File: src/rtl/benes_subperm_if.sv
// Handshake and data bundle for benes_subperm.
//   start          run request (master -> slave)
//   mp0..mp7       destination output port of each input port; bit 3 must be 0
//   ci, co         input / output colour tables, 1 = Upper, 0 = Lower
//   sw_in, sw_out  outer switch settings, 0 = bar, 1 = cross
//   up0..up3       upper sub-network permutation
//   lo0..lo3       lower sub-network permutation
//   busy, done     run status; done is a one-cycle pulse
//   err            sticky error bits {range, dup, match, pair}
interface benes_subperm_if;
  logic       start;
  logic [3:0] mp0, mp1, mp2, mp3, mp4, mp5, mp6, mp7;
  logic [7:0] ci;
  logic [7:0] co;
  logic [3:0] sw_in;
  logic [3:0] sw_out;
  logic [1:0] up0, up1, up2, up3;
  logic [1:0] lo0, lo1, lo2, lo3;
  logic       busy;
  logic       done;
  logic [3:0] err;

  modport master (
    output start, mp0, mp1, mp2, mp3, mp4, mp5, mp6, mp7, ci, co,
    input  sw_in, sw_out, up0, up1, up2, up3, lo0, lo1, lo2, lo3, busy, done, err
  );

  modport slave (
    input  start, mp0, mp1, mp2, mp3, mp4, mp5, mp6, mp7, ci, co,
    output sw_in, sw_out, up0, up1, up2, up3, lo0, lo1, lo2, lo3, busy, done, err
  );
endinterface

File: src/rtl/benes_subperm.sv
// Outer-stage settings generator for an 8-port Benes network.
// Scans the eight input ports one per cycle, derives the outer input/output switch settings
// and the two 4-port sub-permutations for the middle sub-networks, and flags colouring
// inconsistencies as sticky error bits.
//   clk     rising-edge clock
//   areset  asynchronous active-high reset
//   bus     benes_subperm_if slave modport (start, mp*, ci, co in; results and status out)
module benes_subperm (
  input logic             clk,
  input logic             areset,
  benes_subperm_if.slave  bus
);

  typedef enum logic [2:0] {StIdle, StLoad, StScan, StCheck, StDone} state_e;

  state_e state_q, state_d;

  // start is registered so that LOAD is entered one edge after start is sampled.
  logic start_q, start_d;

  logic [7:0][3:0] mp_q, mp_d;
  logic [7:0]      ci_q, ci_d;
  logic [7:0]      co_q, co_d;
  logic [2:0]      p_q, p_d;
  logic [3:0]      used_up_q, used_up_d;
  logic [3:0]      used_lo_q, used_lo_d;

  logic [3:0]      sw_in_q, sw_in_d;
  logic [3:0]      sw_out_q, sw_out_d;
  logic [3:0][1:0] up_q, up_d;
  logic [3:0][1:0] lo_q, lo_d;
  logic [3:0]      err_q, err_d;
  logic            busy_q, busy_d;
  logic            done_q, done_d;

  // Per-port scan view of the latched tables.
  logic [3:0] cur_mp;
  logic       cur_c;
  logic [2:0] cur_d;
  logic [1:0] cur_sub;
  logic [1:0] cur_k;
  logic       cur_partner_c;
  logic       cur_co_self;
  logic       cur_co_dest;
  logic [3:0] co_pair_eq;

  always_comb begin
    cur_mp        = mp_q[p_q];
    cur_c         = ci_q[p_q];
    cur_d         = cur_mp[2:0];
    cur_sub       = cur_d[2:1];
    cur_k         = p_q[2:1];
    // Colour of the odd port sharing this input switch.
    cur_partner_c = ci_q[{p_q[2:1], 1'b1}];
    cur_co_self   = co_q[p_q];
    cur_co_dest   = co_q[cur_d];
  end

  // Both ports of output switch k carrying the same colour is a pairing error.
  assign co_pair_eq = {co_q[6], co_q[4], co_q[2], co_q[0]} ~^
                      {co_q[7], co_q[5], co_q[3], co_q[1]};

  // FSM next state.
  always_comb begin
    state_d = state_q;
    unique case (state_q)
      StIdle:  if (start_q) state_d = StLoad;
      StLoad:  state_d = StScan;
      StScan:  if (p_q == 3'd7) state_d = StCheck;
      StCheck: state_d = StDone;
      StDone:  state_d = StIdle;
      default: state_d = StIdle;
    endcase
  end

  // Datapath next state.
  always_comb begin
    start_d   = bus.start & (state_q == StIdle);
    mp_d      = mp_q;
    ci_d      = ci_q;
    co_d      = co_q;
    p_d       = p_q;
    used_up_d = used_up_q;
    used_lo_d = used_lo_q;
    sw_in_d   = sw_in_q;
    sw_out_d  = sw_out_q;
    up_d      = up_q;
    lo_d      = lo_q;
    err_d     = err_q;

    unique case (state_q)
      StLoad: begin
        mp_d      = {bus.mp7, bus.mp6, bus.mp5, bus.mp4, bus.mp3, bus.mp2, bus.mp1, bus.mp0};
        ci_d      = bus.ci;
        co_d      = bus.co;
        p_d       = 3'd0;
        used_up_d = 4'd0;
        used_lo_d = 4'd0;
        err_d     = 4'd0;
      end
      StScan: begin
        // Counter saturates at 7; the FSM leaves SCAN on that cycle.
        if (p_q != 3'd7) p_d = p_q + 3'd1;
        if (cur_mp[3]) begin
          err_d[3] = 1'b1;
        end else begin
          if (cur_co_dest != cur_c) err_d[1] = 1'b1;
          if (cur_c) begin
            up_d[cur_k] = cur_sub;
            if (used_up_q[cur_sub]) err_d[2] = 1'b1;
            used_up_d[cur_sub] = 1'b1;
          end else begin
            lo_d[cur_k] = cur_sub;
            if (used_lo_q[cur_sub]) err_d[2] = 1'b1;
            used_lo_d[cur_sub] = 1'b1;
          end
          if (!p_q[0]) begin
            sw_in_d[cur_k]  = ~cur_c;
            sw_out_d[cur_k] = ~cur_co_self;
            if (cur_c == cur_partner_c) err_d[0] = 1'b1;
          end
        end
      end
      StCheck: begin
        if (|co_pair_eq) err_d[0] = 1'b1;
      end
      default: ;
    endcase
  end

  // Status flags follow the upcoming state so they are registered, not decoded.
  always_comb begin
    busy_d = (state_d == StLoad) || (state_d == StScan) || (state_d == StCheck);
    done_d = (state_d == StDone);
  end

  always_ff @(posedge clk or posedge areset) begin
    if (areset) begin
      state_q   <= StIdle;
      start_q   <= 1'b0;
      mp_q      <= '0;
      ci_q      <= 8'd0;
      co_q      <= 8'd0;
      p_q       <= 3'd0;
      used_up_q <= 4'd0;
      used_lo_q <= 4'd0;
      sw_in_q   <= 4'd0;
      sw_out_q  <= 4'd0;
      up_q      <= '0;
      lo_q      <= '0;
      err_q     <= 4'd0;
      busy_q    <= 1'b0;
      done_q    <= 1'b0;
    end else begin
      state_q   <= state_d;
      start_q   <= start_d;
      mp_q      <= mp_d;
      ci_q      <= ci_d;
      co_q      <= co_d;
      p_q       <= p_d;
      used_up_q <= used_up_d;
      used_lo_q <= used_lo_d;
      sw_in_q   <= sw_in_d;
      sw_out_q  <= sw_out_d;
      up_q      <= up_d;
      lo_q      <= lo_d;
      err_q     <= err_d;
      busy_q    <= busy_d;
      done_q    <= done_d;
    end
  end

  assign bus.sw_in  = sw_in_q;
  assign bus.sw_out = sw_out_q;
  assign bus.up0    = up_q[0];
  assign bus.up1    = up_q[1];
  assign bus.up2    = up_q[2];
  assign bus.up3    = up_q[3];
  assign bus.lo0    = lo_q[0];
  assign bus.lo1    = lo_q[1];
  assign bus.lo2    = lo_q[2];
  assign bus.lo3    = lo_q[3];
  assign bus.err    = err_q;
  assign bus.busy   = busy_q;
  assign bus.done   = done_q;

endmodule

File: src/flat_wrapper.sv
// flat-port wrapper written by rule: the top's interface ports become plain ports
module benes_subperm_flat 
  (clk, areset, bus_start, bus_mp0, bus_mp1, bus_mp2, bus_mp3, bus_mp4, bus_mp5, bus_mp6, bus_mp7, bus_ci, bus_co, bus_sw_in, bus_sw_out, bus_up0, bus_up1, bus_up2, bus_up3, bus_lo0, bus_lo1, bus_lo2, bus_lo3, bus_busy, bus_done, bus_err);
  benes_subperm_if bus_i ();
  input logic clk;
  input logic areset;
  input wire logic [$bits(bus_i.start)-1:0] bus_start;
  input wire logic [$bits(bus_i.mp0)-1:0] bus_mp0;
  input wire logic [$bits(bus_i.mp1)-1:0] bus_mp1;
  input wire logic [$bits(bus_i.mp2)-1:0] bus_mp2;
  input wire logic [$bits(bus_i.mp3)-1:0] bus_mp3;
  input wire logic [$bits(bus_i.mp4)-1:0] bus_mp4;
  input wire logic [$bits(bus_i.mp5)-1:0] bus_mp5;
  input wire logic [$bits(bus_i.mp6)-1:0] bus_mp6;
  input wire logic [$bits(bus_i.mp7)-1:0] bus_mp7;
  input wire logic [$bits(bus_i.ci)-1:0] bus_ci;
  input wire logic [$bits(bus_i.co)-1:0] bus_co;
  output wire logic [$bits(bus_i.sw_in)-1:0] bus_sw_in;
  output wire logic [$bits(bus_i.sw_out)-1:0] bus_sw_out;
  output wire logic [$bits(bus_i.up0)-1:0] bus_up0;
  output wire logic [$bits(bus_i.up1)-1:0] bus_up1;
  output wire logic [$bits(bus_i.up2)-1:0] bus_up2;
  output wire logic [$bits(bus_i.up3)-1:0] bus_up3;
  output wire logic [$bits(bus_i.lo0)-1:0] bus_lo0;
  output wire logic [$bits(bus_i.lo1)-1:0] bus_lo1;
  output wire logic [$bits(bus_i.lo2)-1:0] bus_lo2;
  output wire logic [$bits(bus_i.lo3)-1:0] bus_lo3;
  output wire logic [$bits(bus_i.busy)-1:0] bus_busy;
  output wire logic [$bits(bus_i.done)-1:0] bus_done;
  output wire logic [$bits(bus_i.err)-1:0] bus_err;
  assign bus_i.start = bus_start;
  assign bus_i.mp0 = bus_mp0;
  assign bus_i.mp1 = bus_mp1;
  assign bus_i.mp2 = bus_mp2;
  assign bus_i.mp3 = bus_mp3;
  assign bus_i.mp4 = bus_mp4;
  assign bus_i.mp5 = bus_mp5;
  assign bus_i.mp6 = bus_mp6;
  assign bus_i.mp7 = bus_mp7;
  assign bus_i.ci = bus_ci;
  assign bus_i.co = bus_co;
  assign bus_sw_in = bus_i.sw_in;
  assign bus_sw_out = bus_i.sw_out;
  assign bus_up0 = bus_i.up0;
  assign bus_up1 = bus_i.up1;
  assign bus_up2 = bus_i.up2;
  assign bus_up3 = bus_i.up3;
  assign bus_lo0 = bus_i.lo0;
  assign bus_lo1 = bus_i.lo1;
  assign bus_lo2 = bus_i.lo2;
  assign bus_lo3 = bus_i.lo3;
  assign bus_busy = bus_i.busy;
  assign bus_done = bus_i.done;
  assign bus_err = bus_i.err;
  benes_subperm u_core (.clk(clk), .areset(areset), .bus(bus_i));
endmodule
File: config.mk
export PLATFORM = sky130hd
export DESIGN_NAME = benes_subperm_flat
export DESIGN_NICKNAME = d
export VERILOG_FILES = /design/src/rtl/benes_subperm_if.sv /design/src/rtl/benes_subperm.sv /design/src/flat_wrapper.sv
export SDC_FILE = /design/constraint.sdc
export NUM_CORES = 1
export LEC_CHECK = 0
export ABC_AREA = 1
export CAP_MARGIN = 0
export CELL_PAD_IN_SITES_DETAIL_PLACEMENT = 0
export CELL_PAD_IN_SITES_GLOBAL_PLACEMENT = 1
export CORE_ASPECT_RATIO = 0.5
export CORE_UTILIZATION = 35
export CTS_CLUSTER_SIZE = 25
export DETAILED_ROUTE_END_ITERATION = 8
export GPL_TIMING_DRIVEN = 0
export PLACE_DENSITY = 0.83
export SYNTH_ARGS = -nofsm -noshare
export SYNTH_HDL_FRONTEND = slang
export SYNTH_SLANG_ARGS = --single-unit
File: constraint.sdc
create_clock -name clk -period 5.7 [get_ports clk]
set_clock_uncertainty 0.1 [all_clocks]
set_input_delay 1.14 -clock clk [delete_from_list [all_inputs] [get_ports clk]]
set_output_delay 1.14 -clock clk [all_outputs]
set_load 0.005 [all_outputs]
# Yosys cells after proc, flatten, opt, wreduce, memory -nomap -nowiden
# Cells that the tools add are included.
[totals] wordCells=133 ff_bits=93 in_bits=51 output_inout_bits=30
[classes] muxes=46 bitwise_logic=8 n_eq_ne=22 n_lt_le_gt_ge=7 n_reduce_logical=18 addsub=1
[op_table] operator="4-bit 2-to-1 mux" count=5
[op_table] operator="3-bit AND reduction" count=6
[op_table] operator="8-bit bitwise mux" count=2
[op_table] operator="1-bit 2-to-1 mux" count=16
[op_table] operator="4-bit one-hot mux with 2 select lines" count=2
[op_table] operator="4-bit binary-select mux with 3-bit select" count=1
[op_table] operator="3-bit by 2-bit equality test with 1-bit output (second input constant)" count=4
[op_table] operator="3-bit by 4-bit < comparator with 1-bit output (second input constant)" count=3
[op_table] operator="3-bit 2-to-1 mux" count=4
[op_table] operator="2-bit by 1-bit != test with 1-bit output (second input constant)" count=6
[op_table] operator="3-bit one-hot mux with 2 select lines" count=2
[op_table] operator="3-bit one-hot mux with 4 select lines" count=1
[op_table] operator="1-bit binary-select mux with 3-bit select" count=3
[op_table] operator="4-bit bitwise mux" count=2
[op_table] operator="4-bit OR" count=2
[op_table] operator="1-bit binary-select mux with 2-bit select" count=3
[op_table] operator="3-bit by 1-bit equality test with 1-bit output (second input constant)" count=2
[op_table] operator="3-bit equality test (second input constant)" count=2
[op_table] operator="2-bit by 3-bit < comparator with 1-bit output (second input constant)" count=2
[op_table] operator="2-bit != test (second input constant)" count=3
[op_table] operator="3-bit != test (second input constant)" count=2
[op_table] operator="5-bit AND reduction" count=1
[op_table] operator="1-bit demux with 2-bit select" count=2
[op_table] operator="2-bit demux with 2-bit select" count=1
[op_table] operator="other kinds (18)" count=25

# Depth between registers and ports, before layout
# Gate-level depths: netlist of the first run.
[logic_depth] ltp_word=10 depth_mapped=14 mapped_depth_nobuf=13

# Least setup slack after synthesis of the first run
# OpenSTA, ideal clock, no wires.
[synth_path] path_kind="register to register" start="reg u_core.p_q[0]" end="reg u_core.sw_out_q[0], in the netlist u_core.bus.sw_out[0]" t_required_ns=5.475 setup_time_ns=0.125 stages_incl_launch_ff=10 arrival_time_ns=1.681 setup_slack_ns=3.795 cell_sequence="dfrtp_1 buf_2 nor2_1 nor2_1 o21ai_1 o21ai_1 nor2_2 nand3_1 nor2_1 mux2_2"
[synth_via] elab_chain_cells=4 elab_cells_between_ends=9
[synth_rtl] element="start: declaration" line_no="benes_subperm.sv:24" rtl="logic [2:0] p_q, p_d;"
[synth_rtl] element="start signal: assignment" line_no="benes_subperm.sv:160" rtl="p_q <= p_d;"
[synth_rtl] element="4-bit binary-select mux with 3-bit select / 1-bit binary-select mux with 3-bit select (equally long branches)" line_no="benes_subperm.sv:48, benes_subperm.sv:55"
[synth_rtl] element="4-bit 2-to-1 mux (not written as such) / 1-bit 2-to-1 mux (equally long branches)" line_no="benes_subperm.sv:48, benes_subperm.sv:55"
[synth_rtl] element="1-bit inverter (on tied branches)"
[synth_rtl] element="3-bit AND reduction (no line) / 4-bit bitwise mux (equally long branches)"
[synth_rtl] element="end signal: assignment" line_no="benes_subperm.sv:164" rtl="sw_out_q <= sw_out_d;"
[synth_rtl] element="end: declaration" line_no="benes_subperm.sv:29" rtl="logic [3:0] sw_out_q, sw_out_d;"
# Parallel ways exist; a longest one is shown, timed or not. The select of a mux whose other input is x is not followed.
# A chain may end at the register's enable or synchronous reset.

# Final worst setup path of the first run
[layout_path] start="reg u_core.p_q[1]" end="reg u_core.err_q[1], in the netlist u_core.bus.err[1]"
[layout_via] elab_chain_cells=7 elab_cells_between_ends=10
[layout_rtl] element="4-bit binary-select mux with 3-bit select" line_no="benes_subperm.sv:48" rtl="cur_mp = mp_q[p_q];"
[layout_rtl] element="4-bit 2-to-1 mux (not written as such)" line_no="benes_subperm.sv:48"
[layout_rtl] element="1-bit binary-select mux with 3-bit select" line_no="benes_subperm.sv:56" rtl="cur_co_dest = co_q[cur_d];"
[layout_rtl] element="1-bit 2-to-1 mux (not written as such)" line_no="benes_subperm.sv:56"
[layout_rtl] element="1-bit != test" line_no="benes_subperm.sv:107" rtl="if (cur_co_dest != cur_c) err_d[1] = 1'b1;"
[layout_rtl] element="2-bit by 1-bit != test with 1-bit output (no line)"
[layout_rtl] element="3-bit AND reduction (no line) *"
[layout_rtl] element="end signal: assignment" line_no="benes_subperm.sv:167" rtl="err_q <= err_d;"
[layout_rtl] element="end: declaration" line_no="benes_subperm.sv:32" rtl="logic [3:0] err_q, err_d;"
# Every way passes the cells marked *; elsewhere a longest branch is shown, timed or not. The select of a mux whose other input is x is not followed.

==> flow_metrics.tcl, run 1 <==
set metrics [dict create \
    status "complete, no violations" \
    cts_tree "done" \
    num_vias 3664 \
    fin_nets 663 \
    die_h_microns 79.7 \
    drtIter0Drc 256 \
    r2r_end "u_core.bus.err[1]$_DFFE_PP0P_" \
    slew_violations 0 \
    synth-compound-area-share 0.118 \
    portBuffers 80 \
    clkLatencyLatePin_ps 340 \
    cts_hold_buffers 0 \
    setup_viol 0 \
    fillers 1077 \
    synth_top_area_frac 0.551 \
    fin_crit_ps 2670 \
    yosysMostFrequentCell "nand2_1" \
    layoutNonFillerInstCount 774 \
    cellPowerDensity_nw_per_um2 582 \
    synth_cell_types 31 \
    path_cells "inv_1 > nor2_1 > nand3_1 > nand2_1 > nor2_2 > nor2_1 > nand3_1 > nand2_1 > nor2_1 > nand2_1 > nand3_1 > a21oi_1" \
    path_clk_slew_ps 60 \
    start_util 0.372 \
    synth-xor-area-share 0.00829 \
    cp-end-kind "flop" \
    grt_max_degree 60 \
    crit_path_max_incr_delay_ps 460 \
    worstSetupPathType "flop to flop" \
    clock.fmax_ghz 0.375 \
    worst_pin_slew_ps 633 \
    cts.sinks 93 \
    stdcell_area_sq_um 5530 \
    rsz0062_at_grt "no" \
    dp.cells 758 \
    synthCells 518 \
    hold_class "flop to flop" \
    cts-root-buf "clkbuf_16" \
    synthMuxAreaShare 0.0107 \
    cp_data_required_time_ps 5870 \
    crit_buf_inv 1 \
    grt_overflow 0 \
    ys_ff_latch 93 \
    die_area_sq_um 12500 \
    core_area_sq_um 11400 \
    layout-drive-gt1-share 0.0650 \
    route.detailed.drc 0 \
    postRouteAntennaNets 0 \
    pin_count 81 \
    grtUsageTotal 0.193 \
    synth_fa_ha_area_frac 0.00592 \
    area_delta_synth_final_pct 31.0 \
    placed_cell_area_sq_um 5250 \
    firstDrtPassIters 5 \
    synth_edf_count 0 \
    hold_end "u_core.mp_q[27]$_DFFE_PP0P_" \
    wl_mm 11.0 \
    synth_top_family_by_area "simple AND/OR/NAND/NOR gates" \
    avgSynthCellArea_sq_um 8.15 \
    ir_drop_mv 0.169 \
    setup_tns_ps 0 \
    synth.top_cells.by_count "nand2_1 (171), dfrtp_1 (93), o21ai_0 (59), inv_1 (51), nor2_1 (43)" \
    r2r_start "u_core.p_q[1]$_DFFE_PP0P_" \
    cts_htree_levels 3 \
    vias_per_cell 4.73 \
    yosys_warnings 0 \
    wl_per_cell_microns 14.2 \
    crit_family "simple AND/OR/NAND/NOR gates" \
    relSlewSlack 0.576 \
    cpMaxStageDelayCell "nor2_1" \
    finalHoldViolations 0 \
    whs_path_depth 2 \
    dpl.hpwl_mm 8.16 \
    grt_pass1_wl_mm 18.0 \
    start_kind "flop" \
    grt_pass1_vias 3533 \
    core.rowCount 27 \
    crit_fanout 10 \
    ff2ff_path_depth 12 \
    numCtsBuffers 9 \
    cts_resized 0 \
    die_width_microns 157 \
    yosys.area_share.simple 0.243 \
    synth_async_sr_flop_share 1.00 \
    yosysTopAreaCell "dfrtp_1" \
    p_leak_uw 0.00259 \
    gp_congestion 0.822 \
    period_share 0.468 \
    seq_area_frac_synth 0.551 \
    clock_path_buffers 2 \
    post_cts_buffers 0 \
    maxCapViolations 0 \
    cp_data_arrival_time_ps 2830 \
    yosys_most_used_dff "dfrtp_1" \
    diodes 0 \
    r2r_slack_ps 3030 \
    synth.area.top_cells "dfrtp_1 (55%), nand2_1 (15%), o21ai_0 (7.0%)" \
    antenna_found_initial 0 \
    min-delay-start "u_core.mp_q[27]$_DFFE_PP0P_" \
    syn-cell-area_sq_um 4220 \
    syn-num-nets 571 \
]
[worst register-to-register path: cells and delay by family, from the launching register on]
kind,cells,cell delay (ps)
AOI/OAI and AO/OA,1,130
buffers and inverters,1,90
and+or+nand+nor,10,1860
DFF,1,420
[power by group]
| part | internal [uW] | switching, uW |
|---|---|---|
| logic | 580 | 951 |
| clock network | 317 | 243 |
| registers | 968 | 162 |
| total | 1870 | 1360 |
[stage by stage]
stage | hold slack (ps) | total power [uW] | utilization | setup WS (ps)
floorplan | 344 | 2070 | - | 2040
global placement | 365 | 2630 | 0.460 | 575
detailed placement | 366 | 2670 | 0.463 | 3120
CTS | 385 | 3230 | 0.487 | 3120
global route | 405 | 3510 | 0.487 | 2850
finish | 382 | 3220 | 0.487 | 3030
[kinds of logic (layout without fill, tap and decap cells)]
| kind of cell | Yosys count | after routing |
|---|---|---|
| AND/OR/NAND/NOR | 251 | 251 |
| flip-flops | 93 | 93 |
| adder cells (fa/ha/maj) | 2 | 2 |
| AO/OA/AOI/OAI | 94 | 94 |
| multiplexers | 4 | 4 |
| XOR/XNOR | 4 | 4 |
| buffers and inverters | 70 | 167 |
[cell usage in the layout (no fill, tap or decap), types with 2 or more instances in the layout]
| master | instances |
|---|---|
| clkdlybuf4s50_1 | 80 |
| nor2_1 | 43 |
| clkbuf_16 | 9 |
| nor2_2 | 6 |
| dfrtp_1 | 93 |
| inv_1 | 50 |
| nand4_1 | 3 |
| o21a_1 | 4 |
| a21oi_1 | 22 |
| clkbuf_1 | 10 |
| buf_1 | 3 |
| ha_1 | 2 |
| nand3_1 | 22 |
| nand2_1 | 171 |
| clkbuf_8 | 2 |
| o21ai_1 | 4 |
| inv_2 | 3 |
| mux2_2 | 4 |
| clkinv_2 | 3 |
| xor2_1 | 3 |
| o21ai_0 | 59 |
| buf_2 | 3 |
[sequential cells by signal (all words and copies together), names as in the netlist]
register / count
u_core.p_q: 3
u_core.bus.err: 4
u_core.used_lo_q: 4
u_core.bus.busy: 1
u_core.bus.up0: 2
u_core.bus.lo1: 2
u_core.bus.lo2: 2
u_core.mp_q: 32
u_core.state_q: 3
u_core.start_q: 1
u_core.bus.up2: 2
u_core.co_q: 8
u_core.bus.up3: 2
u_core.used_up_q: 4
u_core.bus.sw_in: 4
u_core.bus.lo0: 2
u_core.bus.sw_out: 4
u_core.bus.up1: 2
u_core.bus.lo3: 2
u_core.ci_q: 8
u_core.bus.done: 1
[worst max path at each step]
| stage | start | end | slack [ps] | cells after the start |
|---|---|---|---|---|
| global placement | areset | u_core.bus.sw_in[3]$_DFFE_PP0P_ | 580 | 2 |
| floorplan | areset | u_core.bus.busy$_DFF_PP0_ | 2040 | 1 |
| global route | u_core.p_q[1]$_DFFE_PP0P_ | u_core.bus.err[1]$_DFFE_PP0P_ | 2850 | 12 |
| CTS | u_core.p_q[1]$_DFFE_PP0P_ | u_core.bus.err[1]$_DFFE_PP0P_ | 3120 | 12 |
| detailed placement | u_core.p_q[1]$_DFFE_PP0P_ | u_core.bus.err[1]$_DFFE_PP0P_ | 3120 | 12 |
| finish | u_core.p_q[1]$_DFFE_PP0P_ | u_core.bus.err[1]$_DFFE_PP0P_ | 3030 | 12 |
[layer usage]
metal / GRT usage / share of wire / wire length (microns)
met5: 0 / 0 / 0
met2: 0.277 / 0.42 / 4580
met3: 0.0467 / 0.058 / 640
met4: 0.0592 / 0.015 / 168
met1: 0.284 / 0.51 / 5590
[final cells by class]
class,instances,area (sq um),area share
tap,159,199,0.0360
sequential,93,2330,0.421
clock buffer,12,256,0.0464
buffer,16,67.6,0.0122
timing repair buffer,81,828,0.150
multi-input combinational,355,1630,0.294
clock inverter,4,22.5,0.00407
inverter,54,205,0.0371
Note: power is estimated with default switching activity, not from simulation.
==> inputs of run 2 (changes only) <==
clock period = 2.5 ns   (was 5.7 ns; I/O delays follow)
==> flow_metrics.tcl, run 2 (synthesis results as in run 1) <==
set metrics [dict create \
    clock.fmax_ghz 0.432 \
    hold_class "flop to flop" \
    fin_nets 666 \
    clkLatencyLatePin_ps 350 \
    vias_per_cell 4.77 \
    grt_pass1_wl_mm 18.3 \
    regMostFlops "u_core.mp_q" \
    period_share 0.926 \
    wl_mm 11.2 \
    fillers 1131 \
    setup_tns_ps 0 \
    crit_start "u_core.p_q[0]$_DFFE_PP0P_" \
    ff2ff_path_depth 13 \
    largest_reg_flops 32 \
    status "complete, no violations" \
    rsz0062_at_grt "yes" \
    num_vias 3704 \
    p_leak_uw 0.00264 \
    area_delta_synth_final_pct 34.9 \
    firstDrtPassIters 4 \
    core.rowCount 27 \
    layout.area.seq_sq_um 2330 \
    cts.sinks 93 \
    maxCapViolations 0 \
    grtUsageTotal 0.197 \
    gp_congestion 0.819 \
    dpl.hpwl_mm 8.23 \
    numCtsBuffers 9 \
    worst_hold_slack_ps 382 \
    drtIter0Drc 205 \
    layout_setup_ws_ps 185 \
    grt_max_degree 41 \
    r2r_end "u_core.bus.err[1]$_DFFE_PP0P_" \
    dp.cells 759 \
    start_kind "flop" \
    die_h_microns 79.7 \
    cp_data_arrival_time_ps 2420 \
    cp-endpoint "u_core.bus.err[1]$_DFFE_PP0P_" \
    layout-drive-gt1-share 0.0987 \
    core_area_sq_um 11400 \
    finalHoldViolations 0 \
    multiInputGateArea_sq_um 1700 \
    grt_pass1_vias 3477 \
    portBuffers 80 \
    r2r_start "u_core.p_q[0]$_DFFE_PP0P_" \
    wl_per_cell_microns 14.4 \
    layoutNonFillerInstCount 777 \
    relSlewSlack 0.603 \
    diodes 0 \
    slew_violations 0 \
    die_width_microns 157 \
    postRouteAntennaNets 0 \
    clock_path_buffers 2 \
    cellPowerDensity_nw_per_um2 1360 \
    reg.largest.list "u_core.mp_q (32), u_core.ci_q (8), u_core.co_q (8)" \
    final_cell_mix "nand2_1 (168), dfrtp_1 (91), clkdlybuf4s50_1 (80)" \
    ir_drop_mv 0.414 \
    fin_crit_ps 2320 \
    antenna_found_initial 0 \
    path_clk_slew_ps 70 \
    cp_data_required_time_ps 2600 \
    place_ws_ps -83.9 \
    die_area_sq_um 12500 \
    setup_viol 0 \
    final_common_cell "nand2_1" \
    grt_overflow 0 \
    cts_htree_levels 3 \
    cts_tree "done" \
    finalPower_uw 7760 \
    cts-root-buf "clkbuf_16" \
    worstSetupPathType "flop to flop" \
    cp-end-kind "flop" \
    r2r_slack_ps 180 \
    start_util 0.372 \
    route.detailed.drc 0 \
    pin_count 81 \
    crit_fanout 10 \
    worst_pin_slew_ps 596 \
]
==> run 2: cell types whose count changed in the layout (fill, tap and decap cells not counted), sizes merged <==
| cell | previous run | this run |
|---|---|---|
| clkbuf | 21 | 20 |
| bufinv | 0 | 2 |
| buf | 8 | 11 |
| inv | 54 | 53 |
==> run 2: what timing repair did <==
action	CTS	global route
buffers inserted	0	2
gates resized for setup	5	19
pin swaps	0	1
hold endpoints to repair	0	0
setup endpoints to repair	5	30
hold buffers	0	0
==> run 2: final cells by class <==
type | instances | area share
Inverter | 54 | 0.0362
Clock inverter | 5 | 0.0145
Multi-Input combinational cell | 355 | 0.299
Buffer | 16 | 0.0119
Tap cell | 159 | 0.0349
Clock buffer | 11 | 0.0444
Sequential cell | 93 | 0.409
Timing Repair Buffer | 84 | 0.150
==> run 2: layer usage <==
layer	up-vias	track usage	wire, microns
met5	-	0	0
met4	0	0.0641	126
met3	12	0.0445	800
met2	111	0.279	4760
met1	1751	0.293	5510
li1	1830	-	-
==> run 2: worst min path at each step <==
stage	startpoint	slack, ps	cells after the start	endpoint
after floorplan	u_core.mp_q[11]$_DFFE_PP0P_	340	2	u_core.mp_q[11]$_DFFE_PP0P_
after global placement	u_core.mp_q[19]$_DFFE_PP0P_	370	2	u_core.mp_q[19]$_DFFE_PP0P_
final	u_core.mp_q[11]$_DFFE_PP0P_	380	2	u_core.mp_q[11]$_DFFE_PP0P_
after detailed placement	u_core.ci_q[0]$_DFFE_PP0P_	370	2	u_core.ci_q[0]$_DFFE_PP0P_
after CTS	u_core.mp_q[23]$_DFFE_PP0P_	390	2	u_core.mp_q[23]$_DFFE_PP0P_
after global routing	u_core.mp_q[15]$_DFFE_PP0P_	400	2	u_core.mp_q[15]$_DFFE_PP0P_
==> run 2: report_power, final <==
part | internal [uW] | switching (uW) | leakage [uW] | total, uW
combinational | 1390 | 2260 | 0.00132 | 3650
clock | 933 | 589 | 0.000166 | 1520
sequential | 2210 | 371 | 0.00116 | 2580
total | 4530 | 3220 | 0.00264 | 7760
==> run 2: per-stage QoR <==
stage | area (sq um) | utilization
after floorplan | 4230 | -
after global placement | 5230 | 0.461
after detailed placement | 5270 | 0.464
after CTS | 5620 | 0.495
after global routing | 5700 | 0.502
final | 5700 | 0.502
==> run 2: worst max-delay path, stage by stage, from the launching register on <==
cell and delay, ps:
dfrtp_1 410, inv_2 170, buf_4 240, nand2_1 70, nand3_1 150, nand2_1 130, nor2_4 260, nor2_2 140
nand3_1 90, nand2_1 60, nor2_1 100, nand2_1 60, nand3_1 110, a21oi_1 70
==> inputs of run 3 (changes only) <==
HOLD_SLACK_MARGIN = 0.08   (was default)
TNS_END_PERCENT = 20   (was default)
==> flow_metrics.tcl, run 3 (synthesis results as in run 1) <==
set metrics [dict create \
    slew_violations 0 \
    cts.sinks 93 \
    largest_reg_flops 32 \
    path_cells "nor2_1 > nand2_1 > inv_1 > clkbuf_1 > clkbuf_1 > nand2_1 > nand2_1" \
    rsz0062_at_grt "yes" \
    grt_max_degree 41 \
    core_area_sq_um 11400 \
    path_common_cell "nand2_1" \
    path_clk_slew_ps 70 \
    fin_util 0.500 \
    pin_count 81 \
    stdcell_area_sq_um 5670 \
    clock_path_buffers 2 \
    numCtsBuffers 9 \
    layout-drive-gt1-share 0.0958 \
    ir_drop_mv 0.412 \
    worstSetupPathType "flop to flop" \
    gp_congestion 0.819 \
    area_delta_synth_final_pct 34.2 \
    met1Wirelength_mm 5.49 \
    crit_family "buffers and inverters" \
    diodes 0 \
    crit_fanout 10 \
    cp_data_arrival_time_ps 2550 \
    hold_class "flop to flop" \
    finalHoldViolations 0 \
    wl_per_cell_microns 14.4 \
    postRouteAntennaNets 0 \
    cpMaxStageDelayCell "clkbuf_1" \
    period_share 0.946 \
    dr_wl_met3_microns 738 \
    die_width_microns 157 \
    layout.area.seq_sq_um 2330 \
    reg.largest.list "u_core.mp_q (32), u_core.ci_q (8), u_core.co_q (8)" \
    clkLatencyLatePin_ps 340 \
    firstDrtPassIters 5 \
    core.rowCount 27 \
    start_kind "flop" \
    clock.fmax_ghz 0.423 \
    vias_per_cell 4.77 \
    multiInputGateArea_sq_um 1690 \
    dp.cells 759 \
    antenna_found_initial 0 \
    regMostFlops "u_core.mp_q" \
    dpl.hpwl_mm 8.23 \
    fillers 1134 \
    maxCapViolations 0 \
    cts_hold_buffers 0 \
    drtIter0Drc 246 \
    grtUsageTotal 0.197 \
    cts_htree_levels 3 \
    relSlewSlack 0.569 \
    crit_path_max_incr_delay_ps 560 \
    routed.top_layer "met4" \
    portBuffers 80 \
    grt_pass1_vias 3477 \
    wl_met2_mm 4.82 \
    status "complete, no violations" \
    final_common_cell "nand2_1" \
    die_area_sq_um 12500 \
    p_leak_uw 0.00262 \
    cp-end-kind "flop" \
    cellPowerDensity_nw_per_um2 1360 \
    final_cell_mix "nand2_1 (168), dfrtp_1 (91), clkdlybuf4s50_1 (80)" \
    fin_nets 664 \
    place_ws_ps -83.9 \
    layout_setup_ws_ps 135 \
    start_util 0.372 \
    worst_pin_slew_ps 647 \
    placed_cell_area_sq_um 5270 \
    fin_crit_ps 2360 \
    grt_pass1_wl_mm 18.3 \
    layoutNonFillerInstCount 775 \
    crit_buf_inv 3 \
    route.detailed.drc 0 \
    cts-root-buf "clkbuf_16" \
    wl_mm 11.2 \
    grt_overflow 0 \
    cp_data_required_time_ps 2680 \
    die_h_microns 79.7 \
    setup_tns_ps 0 \
    setup_viol 0 \
    cts_tree "done" \
    num_vias 3694 \
]
==> run 3: cell count changes in the layout (fill, tap and decap cells not counted) <==
| cell | delta |
|---|---|
| nand2_4 | -1 |
| buf_4 | -2 |
| nand2_2 | +1 |
| o21ai_4 | -1 |
| o21ai_2 | +1 |
==> run 3: final timing paths <==
check	startpoint	end	slack, ps	cells past startpoint
max	u_core.state_q[2]$_DFF_PP0_	u_core.mp_q[23]$_DFFE_PP0P_	140	7
min	u_core.mp_q[11]$_DFFE_PP0P_	u_core.mp_q[11]$_DFFE_PP0P_	380	2
max reg2reg	u_core.state_q[2]$_DFF_PP0_	u_core.mp_q[23]$_DFFE_PP0P_	140	7
min reg2reg	u_core.mp_q[11]$_DFFE_PP0P_	u_core.mp_q[11]$_DFFE_PP0P_	380	2
max in group asynchronous	areset	u_core.bus.sw_in[3]$_DFFE_PP0P_	1260	3
min in group asynchronous	areset	u_core.bus.lo1[0]$_DFFE_PP0P_	460	2
==> run 3: routing by layer <==
metal	up-vias	global-route usage
met2	103	0.279
met4	0	0.0641
met5	-	0
met1	1753	0.293
met3	13	0.0445
li1	1825	-
==> run 3: timing repair <==
action | CTS | global route
buffers inserted | 0 | 0
endpoints found under the setup margin | 5 | 30
gates resized for setup | 5 | 17
==> run 3: worst min-delay path, stage by stage, from the launching register on <==
cell and delay (ps):
dfrtp_1 340, nand2_1 60, nand2_1 50
==> run 3: per-stage QoR <==
stage	power [uW]	hold slack, ps
CTS	7650	386
global route	8360	400
global placement	5990	365
floorplan	4720	344
detailed placement	6070	368
finish	7720	382
==> run 3: layout make-up <==
class / count / share of cell area
buffer: 16 / 0.0119
clock inverter: 5 / 0.0146
timing repair buffer: 82 / 0.148
tap: 159 / 0.0351
sequential: 93 / 0.411
inverter: 54 / 0.0364
clock buffer: 11 / 0.0446
multi-input combinational: 355 / 0.298
==> run 3: where the power goes <==
part | internal, uW | switching, uW | leakage [uW]
sequential | 2210 | 377 | 0.00116
combinational | 1370 | 2240 | 0.00130
clock | 933 | 587 | 0.000166
